===== config.mk =====
export PLATFORM = sky130hd
export DESIGN_NAME = mem_bus_arbiter
export DESIGN_NICKNAME = d
export VERILOG_FILES = /design/src/rtl/rv_bus_pkg.sv /design/src/rtl/bus_watchdog.sv /design/src/rtl/mem_bus_arbiter.sv
export SDC_FILE = /design/constraint.sdc
export NUM_CORES = 1
export LEC_CHECK = 0
export CAP_MARGIN = 20
export CORE_ASPECT_RATIO = 0.6
export CORE_MARGIN = 8
export CORE_UTILIZATION = 49
export DETAILED_ROUTE_END_ITERATION = 10
export HOLD_SLACK_MARGIN = 0.02
export PLACE_DENSITY = 0.92
export RECOVER_POWER = 25
export SKIP_LAST_GASP = 1
export SLEW_MARGIN = 20
export SYNTH_ARGS = -nofsm -noshare
export SYNTH_HDL_FRONTEND = slang
export SYNTH_SLANG_ARGS = --single-unit

===== constraint.sdc =====
create_clock -name clk -period 6.25 [get_ports clk]
set_input_delay 0.625 -clock clk [delete_from_list [all_inputs] [get_ports clk]]
set_output_delay 0.625 -clock clk [all_outputs]
set_load 0.02 [all_outputs]

===== src/rtl/rv_bus_pkg.sv =====
// rtl/rv_bus_pkg.sv - shared types and constants for the mem_bus arbiter
//
// Purpose: arbiter FSM state, grant owner encoding, fetch transfer size and
// helpers that locate the address-map select bits.
// Ports: none (package).

package rv_bus_pkg;

    typedef enum logic [1:0] {
        IDLE,
        ISSUE,
        RELEASE
    } state_t;

    typedef enum logic {
        GRANT_I,
        GRANT_D
    } grant_t;

    // Instruction fetches are always full 32-bit reads.
    localparam logic [2:0] FETCH_NUM_BYTES = 3'd4;

    // The address MSB selects IO space; the bit below it selects RAM vs flash.
    function automatic int unsigned io_select_bit(input int unsigned address_size);
        return address_size - 1;
    endfunction

    function automatic int unsigned ram_select_bit(input int unsigned address_size);
        return address_size - 2;
    endfunction

endpackage


===== src/rtl/bus_watchdog.sv =====
// rtl/bus_watchdog.sv - cycle counter that flags a hung bus transaction
//
// Purpose: counts cycles while enabled and reports expiry on the cycle that
// brings the count to TIMEOUT_CYCLES. TIMEOUT_CYCLES = 0 disables expiry.
// Ports:
//   clk       in   system clock
//   rst       in   synchronous active-high reset
//   i_enable  in   count this cycle (arbiter is in ISSUE)
//   i_clear   in   return count to zero (arbiter outside ISSUE)
//   o_expired out  combinational: this enabled cycle is the last one allowed

module bus_watchdog #(
    parameter int unsigned TIMEOUT_CYCLES = 65535
) (
    input  logic clk,
    input  logic rst,
    input  logic i_enable,
    input  logic i_clear,
    output logic o_expired
);

    localparam logic [31:0] LP_LIMIT = TIMEOUT_CYCLES;

    logic [31:0] r_count;

    always_ff @(posedge clk) begin
        if (rst || i_clear) begin
            r_count <= '0;
        end else if (i_enable) begin
            r_count <= r_count + 32'd1;
        end
    end

    // Expiry fires on the Nth enabled cycle so the requester sees exactly
    // TIMEOUT_CYCLES cycles of bus_start_request before the abort.
    assign o_expired = (LP_LIMIT != 32'd0) && i_enable && ((r_count + 32'd1) == LP_LIMIT);

endmodule


===== src/rtl/mem_bus_arbiter.sv =====
// rtl/mem_bus_arbiter.sv - round-robin arbiter sharing mem_bus between fetch and load/store
//
// Purpose: grants one of two requesters, latches its transaction, drives it on
// mem_bus with a start/done level handshake, and returns data plus a one-cycle
// done pulse. A watchdog aborts transactions that never complete.
// Ports:
//   clk, rst                       clock, synchronous active-high reset
//   i_req, i_addr, i_done          fetch requester
//   d_req, d_addr, d_num_bytes,
//   d_is_write, d_write_value,
//   d_done                         load/store requester
//   rsp_value, rsp_error           response, valid with i_done/d_done
//   bus_*                          mem_bus request/response
//   busy                           high in ISSUE and RELEASE

module mem_bus_arbiter
    import rv_bus_pkg::*;
#(
    parameter int unsigned ADDRESS_SIZE   = 18,
    parameter int unsigned TIMEOUT_CYCLES = 65535
) (
    input  logic                    clk,
    input  logic                    rst,
    input  logic                    i_req,
    input  logic [ADDRESS_SIZE-1:0] i_addr,
    output logic                    i_done,
    input  logic                    d_req,
    input  logic [ADDRESS_SIZE-1:0] d_addr,
    input  logic [2:0]              d_num_bytes,
    input  logic                    d_is_write,
    input  logic [31:0]             d_write_value,
    output logic                    d_done,
    output logic [31:0]             rsp_value,
    output logic                    rsp_error,
    output logic [ADDRESS_SIZE-1:0] bus_target_address,
    output logic [2:0]              bus_num_bytes,
    output logic                    bus_is_write,
    output logic [31:0]             bus_write_value,
    output logic                    bus_start_request,
    input  logic                    bus_request_done,
    input  logic [31:0]             bus_fetched_value,
    output logic                    busy
);

    state_t r_state;
    state_t w_next_state;
    grant_t r_last_grant;
    grant_t r_owner;
    grant_t w_grant;
    logic   w_grant_valid;
    logic   w_expired;

    logic                    r_i_done;
    logic                    r_d_done;
    logic [31:0]             r_rsp_value;
    logic                    r_rsp_error;
    logic [ADDRESS_SIZE-1:0] r_bus_addr;
    logic [2:0]              r_bus_num_bytes;
    logic                    r_bus_is_write;
    logic [31:0]             r_bus_write_value;
    logic                    r_bus_start;
    logic                    r_busy;

    bus_watchdog #(
        .TIMEOUT_CYCLES(TIMEOUT_CYCLES)
    ) u_watchdog (
        .clk      (clk),
        .rst      (rst),
        .i_enable (r_state == ISSUE),
        .i_clear  (r_state != ISSUE),
        .o_expired(w_expired)
    );

    // On a tie the requester that did not win last time is chosen.
    always_comb begin
        w_grant_valid = i_req || d_req;
        w_grant       = GRANT_I;
        if (i_req && d_req) begin
            w_grant = (r_last_grant == GRANT_I) ? GRANT_D : GRANT_I;
        end else if (d_req) begin
            w_grant = GRANT_D;
        end
    end

    always_ff @(posedge clk) begin
        if (rst) begin
            r_state <= IDLE;
        end else begin
            r_state <= w_next_state;
        end
    end

    // RELEASE waits for the bus to drop done so a stale level is never taken
    // as the completion of the next transaction.
    always_comb begin
        w_next_state = r_state;
        case (r_state)
            IDLE:    if (w_grant_valid) w_next_state = ISSUE;
            ISSUE:   if (bus_request_done || w_expired) w_next_state = RELEASE;
            RELEASE: if (!bus_request_done) w_next_state = IDLE;
            default: w_next_state = IDLE;
        endcase
    end

    always_ff @(posedge clk) begin
        if (rst) begin
            r_last_grant      <= GRANT_I;
            r_owner           <= GRANT_I;
            r_i_done          <= 1'b0;
            r_d_done          <= 1'b0;
            r_rsp_value       <= '0;
            r_rsp_error       <= 1'b0;
            r_bus_addr        <= '0;
            r_bus_num_bytes   <= '0;
            r_bus_is_write    <= 1'b0;
            r_bus_write_value <= '0;
            r_bus_start       <= 1'b0;
            r_busy            <= 1'b0;
        end else begin
            r_i_done <= 1'b0;
            r_d_done <= 1'b0;
            r_busy   <= (w_next_state != IDLE);
            case (r_state)
                IDLE: begin
                    if (w_grant_valid) begin
                        r_owner      <= w_grant;
                        r_last_grant <= w_grant;
                        r_bus_start  <= 1'b1;
                        if (w_grant == GRANT_D) begin
                            r_bus_addr        <= d_addr;
                            r_bus_num_bytes   <= d_num_bytes;
                            r_bus_is_write    <= d_is_write;
                            r_bus_write_value <= d_write_value;
                        end else begin
                            r_bus_addr        <= i_addr;
                            r_bus_num_bytes   <= FETCH_NUM_BYTES;
                            r_bus_is_write    <= 1'b0;
                            r_bus_write_value <= '0;
                        end
                    end
                end
                ISSUE: begin
                    // A real completion takes priority over a same-cycle expiry.
                    if (bus_request_done || w_expired) begin
                        r_bus_start <= 1'b0;
                        r_rsp_value <= bus_request_done ? bus_fetched_value : 32'd0;
                        r_rsp_error <= !bus_request_done;
                        r_i_done    <= (r_owner == GRANT_I);
                        r_d_done    <= (r_owner == GRANT_D);
                    end
                end
                default: ;
            endcase
        end
    end

    assign i_done             = r_i_done;
    assign d_done             = r_d_done;
    assign rsp_value          = r_rsp_value;
    assign rsp_error          = r_rsp_error;
    assign bus_target_address = r_bus_addr;
    assign bus_num_bytes      = r_bus_num_bytes;
    assign bus_is_write       = r_bus_is_write;
    assign bus_write_value    = r_bus_write_value;
    assign bus_start_request  = r_bus_start;
    assign busy               = r_busy;

endmodule


# == Word-level counts from Yosys, hierarchy flattened ==
# Cells that the tools add are included.
# word_totals
ram_bits,0
mem_count,0
latch_bits,0
rom_bits,0
output_inout_bits,91
reg_bits,126
# op_classes
div_mod_pow,0
shifts,0
multipliers,0
order_cmp,0
add_sub_neg,1
n_reduce_logical,13
n_eq_ne,6
mux,15
n_bitwise,3
# ops
operator,count
$mux 32,2
$add 32x1->32 const B,1
$eq 32x16->1 const B,1
$mux 18,1
$mux 1,6
$mux 2,3
$pmux 2 s3,1
$ne 2x2->1 const B,2
$reduce_and 2->1,2
$reduce_bool 2->1,2
$logic_or 1x1->1,3
$mux 3,1
$not 1->1,3
$reduce_and 3->1,1
$reduce_or 3->1,1
$eq 2x1->1 const B,1
$eq 2x2->1 const B,1
$logic_and 1x1->1,2
$logic_not 2->1,1
$ne 2x1->1 const B,1
$pmux 1 s2,1
$logic_not 1->1,1

# == Longest topological paths before layout ==
# depth
ltp_word,7
mapped_depth,10
mapped_depth_nobuf,8

# == By module ==
# Synthesis repeated with hierarchy kept, for this count alone.
# hier_totals
hier_cells,608
hier_area_um2,5480.3
# modules_own_cells
module,area_per_inst_um2,instances,cells_per_inst
mem_bus_arbiter,3445.8,1,361
bus_watchdog,2034.5,1,247

# == Worst setup path before layout ==
# No wires, ideal clock.
# synth_timing
path_kind,register to register
start,reg u_watchdog.r_count[1]
end,reg r_state[0]
path_slack_ps,3795
required_ps,6115
arrival_ps,2319
n_path_buf,1
stages_incl_launch_ff,10
path_cell_list,dfxtp_1 ha_1 a21bo_1 or3b_1 a211o_1 a21oi_1 nand4_2 o21ai_4 buf_6 o22ai_2
# synth_between
elab_chain_cells,6
# synth_rtl
element,line_no,text
from (decl),bus_watchdog.sv:24,logic [31:0] r_count;
from (signal assigned),bus_watchdog.sv:30,r_count <= r_count + 32'd1;
$add 32x1->32,bus_watchdog.sv:36,assign o_expired = (LP_LIMIT != 32'd0) && i_enable && ((r_count + 32'd1) == LP_LIMIT);
$eq 32x16->1,bus_watchdog.sv:36,
$logic_and 1x1->1,bus_watchdog.sv:36,
$logic_or 1x1->1,mem_bus_arbiter.sv:99,ISSUE: if (bus_request_done || w_expired) w_next_state = RELEASE;
$mux 2,mem_bus_arbiter.sv:99,
$pmux 2 s3,mem_bus_arbiter.sv:97,case (r_state)
to (signal assigned),mem_bus_arbiter.sv:89,r_state <= w_next_state;
to (decl),mem_bus_arbiter.sv:45,state_t r_state;
# Every way passes these cells.
# A chain may end at the register's enable or synchronous reset.

# == Worst setup path after layout ==
# layout_timing
start,in rst
end,"reg r_i_done, in the netlist i_done"
# layout_between
elab_chain_cells,1
# layout_rtl
element,line_no,text
from (decl),mem_bus_arbiter.sv:23,"input logic rst,"
$reduce_or 3->1 (no source line),--,
to (signal assigned),mem_bus_arbiter.sv:148,r_i_done <= (r_owner == GRANT_I);
to (decl),mem_bus_arbiter.sv:53,logic r_i_done;
# Every way passes these cells.

==> impl_metrics.yaml <==
yosys:
  synth_area_per_cell_um2: 9.13
  synth-seq-cells: 126
  synthXorXnorAreaFrac_pct: 4.96
  synth_top_cell_by_area: "dfxtp_1"
  yosysSeqAreaShare_pct: 44.6
  synth_enable_flop_cells: 0
  yosysUniqueCellTypes: 59
  async_reset_ff_share_pct: 0
  synth_warnings: 0
  synth-compound-area-share_pct: 23.2
  netlist_area_um2: 5650
  synth_ff_type: "dfxtp_1"
  synth_fa_ha_area_share_pct: 0.443
  synthMuxAreaShare_pct: 3.39
  synth_nets: 730
  netlist_instances: 619
  yosys.area_share.simple_pct: 17.1
  synth_top_family_by_area: "compound AO/OA/AOI/OAI gates"
  ys_top_cells_by_area: "dfxtp_1 45%, nor2_1 6.8%, a32oi_1 5.0%"
  netlist.area_leader.share_pct: 44.6
drt:
  viasPerCell: 5.86
  routed_wl_mm: 18.6
  initialDrtViolationCount: 478
  wl_per_cell_um: 19.5
  drt_pass1_iterations: 7
  drc: 0
  antenna_left: 0
  dr_total_vias: 5573
clock_tree:
  root_buffer: "clkbuf_16"
  cts_hold_buf: 0
  post_cts_buffers: 0
  htree_levels: 4
  cts_tree: "built"
  clkSinkCount: 126
  clockBufferDepth: 2
  clk_transition_reported_paths_ps: 60
  ctsResizeCount: 0
  clk_latency_ps: 410
  cts_buffers: 17
floorplan:
  die_w_um: 155
  die_y_um: 99.2
  start_util_pct: 50.2
  core_area_um2: 11300
  io_pins: 200
  placementRows: 30
  dieArea_um2: 15300
cells_and_area:
  final_common_cell: "clkdlybuf4s50_1"
  final_area_um2: 8270
  drive_gt1_share_pct: 9.67
  final_nets: 905
  synthToLayoutAreaGrowth_pct: 46.3
  diodes: 0
  fin_cells: 951
  post-route-util_pct: 73.4
  mostFrequentLayoutCells: "186 x clkdlybuf4s50_1, 126 x dfxtp_1, 102 x nor2_1"
power_and_ir_drop:
  vdd_drop_max_v: 0.000203
  powerDensity_nw_per_um2: 287
  finalPower_mw: 2.38
  p_leak_nw: 2.97
placement:
  placement.io_buffers: 199
  place_area_um2: 7650
  gp_congestion: 0.904
  place_inst: 919
  dpl.hpwl_mm: 12.9
timing:
  layout_min_cycle_time_ps: 4070
  slew_headroom_pct: -80.1
  skew_ps: 10.2
  setup_tns_ps: 0
  tightestPinTransition_ps: 2700
  clock.fmax_mhz: 246
  hold_violations: 0
  slew_viol_final: 119
  setup_violations: 0
  finalCritPeriodShare_pct: 65.1
  rsz0062_at_grt: "no"
global_routing:
  grt_antenna_before_repair: 0
  grt_overflow: 0
  grt_max_degree: 61
  grt_usage_pct: 23.6
  grt_pass1_vias: 5670
  grt_pass1_wl_mm: 29.3
critical_path:
  slowest_delay_ps: 1870
  cp_cell_sequence: "clkbuf_1 > inv_1 > nand2_1 > nor2_1 > o21a_1"
  worst_ep_arrival_time_ps: 4370
  slowest_stage: "clkbuf_1"
  crit_fanout: 60
  crit_type: "in2reg"
  start_kind: "primary input"
  crit_required_ps: 6550
  end_kind: "flop"
run_status:
  violations: "capacitance limit, slew limit"
  outcome: "finished with violations"
hold_path:
  hp-class: "reg2reg"
run:
  cap_violations: 3
## per-layer routing
layer / up-vias / share of wire [%] / track usage (%)
met3: 48 / 12 / 10.4
met5: - / 0 / 0
met4: 0 / 2.2 / 8.54
li1: 2571 / - / -
met1: 2611 / 39 / 26.8
met2: 343 / 46 / 38.9
## worst max-delay path, delay by kind of cell
kind / cells / cell delay (ps)
compound gates: 1 / 160
buf+inv: 2 / 2420
simple gates: 2 / 1120
## cell usage after synthesis (6+ instances only)
library cell	instances
a21oi_1	8
clkbuf_1	36
buf_2	6
nor3_1	8
xor2_1	14
nand4_1	7
inv_1	40
a32oi_1	32
a211oi_1	18
xnor2_1	18
mux2i_1	18
nand3_1	13
dfxtp_1	126
a22oi_1	37
o21ai_2	29
nor2_1	102
o21ai_0	7
and3_1	8
nand2_1	18
## final cells by class
| cell class | count | area [um^2] |
|---|---|---|
| clock inverters | 13 | 188 |
| clock buffers | 19 | 443 |
| repair buffers | 203 | 2010 |
| fillers | 746 | 2990 |
| well taps | 144 | 180 |
| flip-flops and latches | 126 | 2520 |
| inverters | 40 | 150 |
| multi-input cells | 406 | 2780 |
## registers in the layout (all words and copies together), names as in the netlist, 2 cells and up
register / flops
bus_write_value: 32
rsp_value: 32
u_watchdog.r_count: 32
bus_target_address: 18
bus_num_bytes: 3
r_state: 2
## path summary, 6_finish.rpt
check	startpoint	end	slack [ps]	cells past startpoint
setup / recovery	rst	i_done	2180	5
hold / removal	rsp_value[21]	rsp_value[21]	480	2
setup reg to reg	u_watchdog.r_count[1]	r_state[0]	3060	9
hold reg to reg	rsp_value[21]	rsp_value[21]	480	2
## cells by family (layout without fill, tap and decap cells)
kind of cell	Yosys count	in the layout
adder cells (fa/ha/maj)	2	2
buffers and inverters	87	275
AND/OR/NAND/NOR	192	192
XOR/XNOR	32	32
AO/OA/AOI/OAI	161	161
multiplexers	19	19
flip-flops	126	126
## where the power goes
group	total [mW]	internal, mW	switching, mW	leakage, nW
logic	0.428	0.200	0.228	1.64
registers	0.900	0.861	0.0390	1.03
clock network	1.05	0.679	0.369	0.300
## through the flow
step / hold slack [ps] / setup slack (ps)
floorplan: 474 / 3800
global placement: 467 / 3140
detailed placement: 471 / 3160
CTS: 482 / 3150
global route: 499 / 1780
finish: 478 / 2180
Note: power is estimated with default switching activity, not from simulation.
